**src/rtl/mcast_inject_ni.sv**
```systemverilog
// Multicast injection NI: sends one header plus payload flits into a router
// local port under credit flow control, then collects one ack per destination.
//
// Handshakes: req, data and ack transfer on a rising clk edge where valid and
// ready are both high (ack has no ready; it is always sampled). flit_valid is a
// push that cannot be refused; the credit counter alone guards it.
module mcast_inject_ni #(
    parameter int FLIT_W  = 64,
    parameter int LEN_W   = 4,
    parameter int CREDITS = 4,
    parameter int TIMEOUT = 1023
) (
    input  logic              clk,
    input  logic              rst_n,
    input  logic              req_valid,
    output logic              req_ready,
    input  logic [4:0]        req_mask,
    input  logic [LEN_W-1:0]  req_len,
    input  logic [3:0]        req_tag,
    input  logic              data_valid,
    output logic              data_ready,
    input  logic [FLIT_W-1:0] data_flit,
    output logic              flit_valid,
    output logic [FLIT_W-1:0] flit_data,
    output logic              flit_last,
    input  logic              credit_ret,
    input  logic              ack_valid,
    input  logic [2:0]        ack_port,
    input  logic [3:0]        ack_tag,
    output logic              done_valid,
    output logic [3:0]        done_tag,
    output logic              done_err,
    output logic              busy,
    output logic [2:0]        dbg_state,
    output logic [7:0]        dbg_credit
);

    localparam int CW = $clog2(CREDITS + 1);
    localparam int TW = $clog2(TIMEOUT + 1);
    localparam logic [CW-1:0] CMAX = CW'(CREDITS);
    localparam int HDR_SHIFT = FLIT_W - 9 - LEN_W;

    localparam logic [2:0] S_IDLE = 3'd0;
    localparam logic [2:0] S_HEAD = 3'd1;
    localparam logic [2:0] S_BODY = 3'd2;
    localparam logic [2:0] S_WAIT = 3'd3;
    localparam logic [2:0] S_DONE = 3'd4;

    logic [2:0]       r_state;
    logic [CW-1:0]    r_credit;
    logic [4:0]       r_mask;
    logic [4:0]       r_pend;
    logic [LEN_W-1:0] r_len;
    logic [LEN_W-1:0] r_beat;
    logic [3:0]       r_tag;
    logic             r_err;
    logic [TW-1:0]    r_timer;

    logic              w_has_credit;
    logic              w_head_fire;
    logic              w_beat_fire;
    logic              w_fire;
    logic              w_last_beat;
    logic              w_ack_phase;
    logic [4:0]        w_port_oh;
    logic              w_ack_ok;
    logic [4:0]        w_pend_nxt;
    logic [FLIT_W-1:0] w_hdr;

    assign w_has_credit = (r_credit != '0);
    assign w_head_fire  = (r_state == S_HEAD) && w_has_credit;
    assign w_beat_fire  = (r_state == S_BODY) && w_has_credit && data_valid;
    assign w_fire       = w_head_fire || w_beat_fire;
    assign w_last_beat  = (r_beat == r_len - LEN_W'(1));
    assign w_ack_phase  = (r_state == S_HEAD) || (r_state == S_BODY) || (r_state == S_WAIT);

    // Ports 5..7 do not exist; their one-hot is empty so they can never match pend.
    assign w_port_oh  = (ack_port <= 3'd4) ? (5'b00001 << ack_port) : 5'b00000;
    assign w_ack_ok   = (ack_tag == r_tag) && ((w_port_oh & r_pend) != 5'b00000);
    assign w_pend_nxt = (ack_valid && w_ack_phase && w_ack_ok) ? (r_pend & ~w_port_oh) : r_pend;

    assign w_hdr = FLIT_W'({r_mask, r_len, r_tag}) << HDR_SHIFT;

    assign req_ready  = (r_state == S_IDLE);
    assign data_ready = (r_state == S_BODY) && w_has_credit;
    assign flit_valid = w_fire;
    assign flit_data  = w_head_fire ? w_hdr : (w_beat_fire ? data_flit : '0);
    assign flit_last  = (w_head_fire && (r_len == '0)) || (w_beat_fire && w_last_beat);
    assign done_valid = (r_state == S_DONE);
    assign done_tag   = (r_state == S_DONE) ? r_tag : 4'd0;
    assign done_err   = (r_state == S_DONE) && r_err;
    assign busy       = (r_state != S_IDLE);
    assign dbg_state  = r_state;
    assign dbg_credit = 8'(r_credit);

    always_ff @(posedge clk) begin
        if (!rst_n) begin
            r_credit <= CMAX;
        end else if (w_fire && !credit_ret) begin
            r_credit <= r_credit - CW'(1);
        end else if (credit_ret && !w_fire && (r_credit != CMAX)) begin
            r_credit <= r_credit + CW'(1);
        end
    end

    always_ff @(posedge clk) begin
        if (!rst_n) begin
            r_state <= S_IDLE;
            r_mask  <= '0;
            r_pend  <= '0;
            r_len   <= '0;
            r_beat  <= '0;
            r_tag   <= '0;
            r_err   <= 1'b0;
            r_timer <= '0;
        end else begin
            if (w_ack_phase && ack_valid) begin
                if (w_ack_ok) begin
                    r_pend <= w_pend_nxt;
                end else begin
                    r_err <= 1'b1;
                end
            end

            case (r_state)
                S_IDLE: begin
                    if (req_valid) begin
                        r_mask  <= req_mask;
                        r_pend  <= req_mask;
                        r_len   <= req_len;
                        r_tag   <= req_tag;
                        r_beat  <= '0;
                        r_err   <= (req_mask == 5'b00000);
                        r_state <= (req_mask == 5'b00000) ? S_DONE : S_HEAD;
                    end
                end
                S_HEAD: begin
                    if (w_head_fire) begin
                        r_beat  <= '0;
                        r_timer <= '0;
                        r_state <= (r_len == '0) ? S_WAIT : S_BODY;
                    end
                end
                S_BODY: begin
                    if (w_beat_fire) begin
                        r_beat <= r_beat + LEN_W'(1);
                        if (w_last_beat) begin
                            r_timer <= '0;
                            r_state <= S_WAIT;
                        end
                    end
                end
                S_WAIT: begin
                    r_timer <= r_timer + TW'(1);
                    // An ack arriving this cycle that empties pend beats the timeout.
                    if (w_pend_nxt == 5'b00000) begin
                        r_state <= S_DONE;
                    end else if (r_timer == TW'(TIMEOUT - 1)) begin
                        r_err   <= 1'b1;
                        r_state <= S_DONE;
                    end
                end
                S_DONE: begin
                    r_state <= S_IDLE;
                end
                default: begin
                    r_state <= S_IDLE;
                end
            endcase
        end
    end

endmodule

```
**config.mk**
```make
export PLATFORM = sky130hd
export DESIGN_NAME = mcast_inject_ni
export DESIGN_NICKNAME = d
export VERILOG_FILES = /design/src/rtl/mcast_inject_ni.sv
export SDC_FILE = /design/constraint.sdc
export NUM_CORES = 1
export LEC_CHECK = 0
export CAP_MARGIN = 30
export CORE_UTILIZATION = 34
export CTS_CLUSTER_DIAMETER = 80
export DETAILED_ROUTE_END_ITERATION = 10
export PLACE_DENSITY = 0.88
export SLEW_MARGIN = 15
export SYNTH_ARGS = -nofsm -noshare
export SYNTH_HDL_FRONTEND = slang
export SYNTH_SLANG_ARGS = --single-unit
export TNS_END_PERCENT = 1
```
**constraint.sdc**
```tcl
create_clock -name clk -period 2.25 [get_ports clk]
set_input_delay 0.3375 -clock clk [delete_from_list [all_inputs] [get_ports clk]]
set_output_delay 0.3375 -clock clk [all_outputs]
set_load 0.005 [all_outputs]
```
==> results of run 1 <==
-- how the worst max path moves through the flow --
stage,to,cells past startpoint,from
6_report,r_credit[1]$_SDFFE_PN0P_,11,dbg_state[2]$_SDFFE_PN0P_
5_1_grt,r_credit[1]$_SDFFE_PN0P_,11,dbg_state[2]$_SDFFE_PN0P_
4_1_cts,flit_data[24],5,data_valid
3_5_place_dp,r_credit[1]$_SDFFE_PN0P_,11,data_valid
3_3_place_gp,r_credit[1]$_SDFFE_PN0P_,11,data_valid
2_1_floorplan,r_credit[1]$_SDFFE_PN0P_,11,dbg_state[2]$_SDFFE_PN0P_
-- tightest hold or removal path: stages (launching register included) --
cell	delay, ns
dfxtp_1	0.32
nand2_1	0.05
a21oi_1	0.05
-- what timing repair did --
item / 4_1_cts / 5_1_grt
buffers inserted: 2 / 1
resized for setup: 60 / 56
endpoints found under the setup margin: 72 / 70
gates cloned: 1 / 1
pin swaps: 6 / 10
hold buffers: 0 / 0
-- placed cells by master (no fill, tap or decap), types with 11 or more instances in the layout --
cell type and count:
clkdlybuf4s50_1 108, dlymetal6s2s_1 33, nand2_1 44, a21oi_1 30, a22o_1 13, dfxtp_1 33, dlygate4sd2_1 15, buf_4 33
xnor2_1 11, and3_1 55, nor2_1 25, inv_1 11
-- cells by family after synthesis --
family,Yosys count
flip-flops,39
multiplexers,1
other,1
buffers and inverters,49
AND/OR/NAND/NOR,178
AO/OA/AOI/OAI,88
XOR/XNOR,18
adder cells (fa/ha/maj),6
-- routing by layer --
layer | global-route usage | wire length (um)
met1 | 0.2516 | 4050
met3 | 0.03722 | 671
met5 | 0 | 0
met2 | 0.4884 | 6360
met4 | 0.1179 | 454
-- area by class of cell --
class / instances / area share
inverter: 16 / 0.01155
clock buffer: 8 / 0.01925
sequential: 39 / 0.1516
tap: 105 / 0.02527
timing repair buffer: 212 / 0.4135
multi-input combinational: 296 / 0.3788
-- flip-flops by register name (all words and copies together), names as in the netlist --
name and count:
dbg_state 3, r_timer 10, r_credit 3, r_len 4, r_beat 4, r_tag 4
r_mask 5, r_err 1, r_pend 5
-- through the flow --
stage	std cells	worst slack (ns)	area [um2]	util	total power [mW]
CTS	674	-0.1556	5034	0.6126	3.603
floorplan	384	0.01220	2895	-	1.991
detailed placement	663	-0.3463	4867	0.5924	3.026
global route	676	-0.1867	5199	0.6327	3.959
global placement	663	-0.2510	4867	0.5924	2.962
finish	676	-0.09682	5199	0.6327	3.753
-- where the power goes --
group	switching, mW	internal (mW)
sequential	0.107	0.806
clock	0.248	0.280
combinational	1.14	1.17
==> impl_metrics.json, run 1 <==
{
  "p_per_area_nw_per_um2": 721.9,
  "grt.overflow.total": 0,
  "rsz0062_at_grt": "true",
  "min_period_over_period": 1.043,
  "hold_path_class": "flip-flop to flip-flop",
  "fin_nets": 666,
  "ant_nets": 0,
  "area_delta_synth_final_pct": 80.97,
  "skew_ns": 0.005569,
  "cts_made_buffers": 5,
  "reg2reg_depth": 11,
  "dr_total_vias": 3642,
  "r2r_end": "r_credit[1]$_SDFFE_PN0P_",
  "num_rows": 33,
  "hp-start": "r_mask[0]$_SDFFE_PN0P_",
  "cp_data_arrival_time_ns": 2.53,
  "rrSetupSlack_ns": -0.1,
  "grt_pass1_vias": 3629,
  "synth_area_um2": 2873,
  "die_area_um2": 8821,
  "muxShareOfSynthArea": 0.003484,
  "synthMostInstantiatedCell": "and3_1",
  "startpoint_type": "flip-flop",
  "initial_core_util": 0.3496,
  "fin_ws_ns": -0.09682,
  "hold_viol": 0,
  "status": "complete, but fails checks",
  "multi_input_area_um2": 1969,
  "cp_num_buf_inv": 2,
  "htreeDepth": 2,
  "grt_max_degree": 57,
  "cp_cell_sequence": "buf_6, nor3b_4, a22oi_2, nor2_2, inv_2, fa_2, a21oi_2, nand2_1, o21ai_2, a221oi_2, nor2_1",
  "antenna_found_initial": 0,
  "critPathSlowestCell": "fa_2",
  "violations": "negative setup slack",
  "critPathTopFamily": "adder cells",
  "synth_enable_flop_cells": 0,
  "finalSetupViolCount": 7,
  "slowest_delay_ns": 0.60,
  "clk_pin_slew_ns": 0.08,
  "min_period_ns": 2.347,
  "die_y_um": 93.92,
  "cts_num_sinks": 39,
  "nFillCells": 665,
  "clk_path_buf_depth": 2,
  "worst_r2r_startpoint": "dbg_state[2]$_SDFFE_PN0P_",
  "seq_area_frac_synth": 0.2718,
  "synth-async-reset-ratio": 0,
  "port_buffers": 170,
  "max_slew.worst_pin.slew_ns": 0.6099,
  "power.leakage_nw": 2.793,
  "synth_cell_types": 59,
  "gp_congestion": 0.8516,
  "drt_iter0_drc": 177,
  "firstDrtPassIters": 4,
  "synth_common_cells": "and3_1 (57), nand2_1 (45), dfxtp_1 (39), a21oi_1 (32), nor2_1 (27)",
  "syn_area_per_cell_um2": 7.560,
  "wl_um": 11540,
  "yosysTopAreaCell": "dfxtp_1",
  "cp.required_ns": 2.43,
  "synth_xor_area_frac": 0.06010,
  "fmax_mhz": 426.1,
  "drv_cap": 0,
  "synthFlopType": "dfxtp_1",
  "yosys.area_share.simple": 0.3397,
  "drive_gt1_frac": 0.1699,
  "dp_hpwl_um": 8752,
  "coreArea_um2": 8217,
  "root_buffer": "clkbuf_8",
  "cp-end-kind": "flip-flop",
  "netlist_instances": 380,
  "dieWidth_um": 93.92,
  "synthTopCellsByArea": "dfxtp_1 (27%), and3_1 (12%), nand2_1 (5.9%)",
  "drcViolationCount": 0,
  "slew_headroom": 0.5924,
  "ios": 176,
  "synthAdderAreaFrac": 0.02875,
  "vdd_drop_max_mv": 0.3173,
  "yosysWarnings": 0,
  "viasPerCell": 5.388,
  "grt_usage": 0.2483,
  "slew_viol_final": 0,
  "path_class": "flip-flop to flip-flop",
  "ff_latch_area_um2": 788.3,
  "cp_max_fo": 4,
  "synth_top_family_by_area": "simple AND/OR/NAND/NOR gates",
  "synth_top_cell_area_share": 0.2718,
  "wl_per_cell_um": 17.07,
  "hold_path_depth": 2,
  "ys_seq_elements": 39,
  "fin_tns_setup_ns": -0.5607,
  "grt_pass1_wl_um": 17130,
  "synth_compound_area_frac": 0.2182,
  "whs_ns": 0.4657,
  "cts_tree": "built",
  "diodes": 0,
  "holdPathEnd": "r_mask[0]$_SDFFE_PN0P_",
  "insertion_delay_ns": 0.30
}
No activity file was read; power rests on OpenSTA's default activity.
==> run 2: changes to the inputs <==
--- a/config.mk
+++ b/config.mk
@@ -6,10 +6,10 @@
 export NUM_CORES = 1
 export LEC_CHECK = 0
 export CAP_MARGIN = 30
-export CORE_UTILIZATION = 34
+export CORE_UTILIZATION = 38
 export CTS_CLUSTER_DIAMETER = 80
 export DETAILED_ROUTE_END_ITERATION = 10
-export PLACE_DENSITY = 0.88
+export PLACE_DENSITY = 0.92
 export SLEW_MARGIN = 15
 export SYNTH_ARGS = -nofsm -noshare
 export SYNTH_HDL_FRONTEND = slang
==> constraint.sdc (replaced) <==
create_clock -name clk -period 2.4 [get_ports clk]
set_input_delay 0.36 -clock clk [delete_from_list [all_inputs] [get_ports clk]]
set_output_delay 0.36 -clock clk [all_outputs]
set_load 0.005 [all_outputs]
==> impl_metrics.json, run 2 (synthesis gave the netlist of run 1 again) <==
{
  "coreArea_um2": 7292,
  "cp_data_arrival_time_ns": 2.10,
  "drt_iter0_drc": 133,
  "min_period_over_period": 1.026,
  "cts_tree": "built",
  "drcViolationCount": 0,
  "startpoint_type": "input pin",
  "fin_ws_ns": -0.06345,
  "reg2reg_depth": 10,
  "violations": "negative setup slack",
  "dieWidth_um": 88.95,
  "insertion_delay_ns": 0.30,
  "clk_path_buf_depth": 2,
  "p_per_area_nw_per_um2": 658.6,
  "grt.overflow.total": 0,
  "rrSetupSlack_ns": 0.01,
  "largest_reg_flops": 10,
  "slew_viol_final": 0,
  "dr_total_vias": 3508,
  "clk_pin_slew_ns": 0.08,
  "grt_pass1_wl_um": 15440,
  "min_period_ns": 2.463,
  "num_rows": 31,
  "die_area_um2": 7911,
  "cp_max_fo": 51,
  "final_cell_mix": "clkdlybuf4s50_1 (154), and3_1 (57), nand2_1 (45)",
  "cts_hold_buffers": 0,
  "finalSetupViolCount": 36,
  "wl_per_cell_um": 15.95,
  "die_y_um": 88.95,
  "nFillCells": 568,
  "r2r_end": "r_credit[1]$_SDFFE_PN0P_",
  "viasPerCell": 5.348,
  "wl_met1_um": 3856,
  "cp.required_ns": 2.04,
  "fin_tns_setup_ns": -0.7050,
  "antenna_found_initial": 0,
  "drv_cap": 0,
  "reg.largest.list": "r_timer x10, r_mask x5, r_pend x5",
  "power.leakage_nw": 2.275,
  "grt_usage": 0.2535,
  "whs_ns": 0.4740,
  "hold_path_depth": 2,
  "hold_viol": 0,
  "grt_max_degree": 55,
  "worst_r2r_startpoint": "dbg_state[1]$_SDFFE_PN0P_",
  "rsz0062_at_grt": "true",
  "grt_pass1_vias": 3354,
  "slew_headroom": 0.5994,
  "mostFrequentLayoutCell": "clkdlybuf4s50_1",
  "drive_gt1_frac": 0.09874,
  "cp-end-kind": "primary output",
  "dr.max_layer_used": "met4",
  "fin_area_um2": 4952,
  "cts_made_buffers": 5,
  "path_class": "input pin to primary output",
  "gp_congestion": 0.8721,
  "diodes": 0,
  "placement.cell_area_um2": 4776,
  "port_buffers": 170,
  "dp_hpwl_um": 8137,
  "area_delta_synth_final_pct": 72.39,
  "p_total_mw": 3.261,
  "initial_core_util": 0.3940,
  "firstDrtPassIters": 4,
  "root_buffer": "clkbuf_8",
  "holdPathEnd": "r_mask[4]$_SDFFE_PN0P_",
  "fmax_mhz": 405.9,
  "ant_nets": 0,
  "htreeDepth": 2,
  "hold_path_class": "flip-flop to flip-flop",
  "routed-wl-met3_um": 669,
  "hp-start": "r_mask[4]$_SDFFE_PN0P_",
  "skew_ns": 0.008437,
  "status": "complete, but fails checks",
  "cts_num_sinks": 39,
  "max_slew.worst_pin.slew_ns": 0.5994,
  "wl_um": 10460,
  "vdd_drop_max_mv": 0.2909,
  "route.met2.wl_um": 5662,
  "regMostFlops": "r_timer",
  "ios": 176,
  "fin_nets": 653
}
[run 2: critical path, stage by stage]
cell and delay (ns):
clkdlybuf4s50_1 0.47, o31a_1 0.25, buf_8 0.26, and3_1 0.23, clkdlybuf4s50_1 0.52
[run 2: how the worst max path moves through the flow]
stage                                         start                        to  cells after the start
after global routing                     data_valid  r_credit[1]$_SDFFE_PN0P_                     12
final                                    data_valid             flit_data[50]                      5
after CTS                 dbg_state[0]$_SDFFE_PN0P_             flit_data[60]                      5
after detailed placement                 data_valid  r_credit[1]$_SDFFE_PN0P_                     11
after global placement                   data_valid                 flit_last                      8
after floorplan           dbg_state[1]$_SDFFE_PN0P_  r_credit[1]$_SDFFE_PN0P_                     11
[run 2: area by class of cell]
| type | count | area [um2] | share of cell area |
|---|---|---|---|
| repair buffers | 199 | 1992 | 0.4022 |
| inverters | 16 | 60.06 | 0.01213 |
| well taps | 99 | 123.9 | 0.02501 |
| multi-input cells | 296 | 1907 | 0.3850 |
| flip-flops and latches | 39 | 782.0 | 0.1579 |
| clock buffers | 6 | 82.58 | 0.01668 |
| clock inverters | 1 | 5.005 | 0.001011 |
[run 2: where the power goes]
group,internal (mW),total (mW),switching (mW)
clock network,0.226,0.454,0.228
registers,0.753,0.872,0.119
logic,0.990,1.94,0.946
total,1.97,3.26,1.29
[run 2: routing by layer]
layer  global-route usage  vias to the layer above
met5                    0                        -
met4              0.09380                        0
met3              0.05448                       26
met2               0.4958                      162
met1               0.2640                     1618
li1                     -                     1702
[run 2: per-stage QoR]
step | instances | utilization | setup slack [ns]
CTS | 656 | 0.6723 | -0.1199
global route | 656 | 0.6791 | -0.1663
detailed placement | 648 | 0.6549 | -0.1982
global placement | 648 | 0.6549 | -0.1003
finish | 656 | 0.6791 | -0.06345
floorplan | 384 | - | 0.08643
[run 2: timing repair]
item | in CTS | in global routing
buffers inserted | 1 | 0
hold endpoints to repair | 0 | 0
gates resized for setup | 10 | 18
pin swaps | 1 | 0
cloned | 0 | 0
setup endpoints to repair | 68 | 66
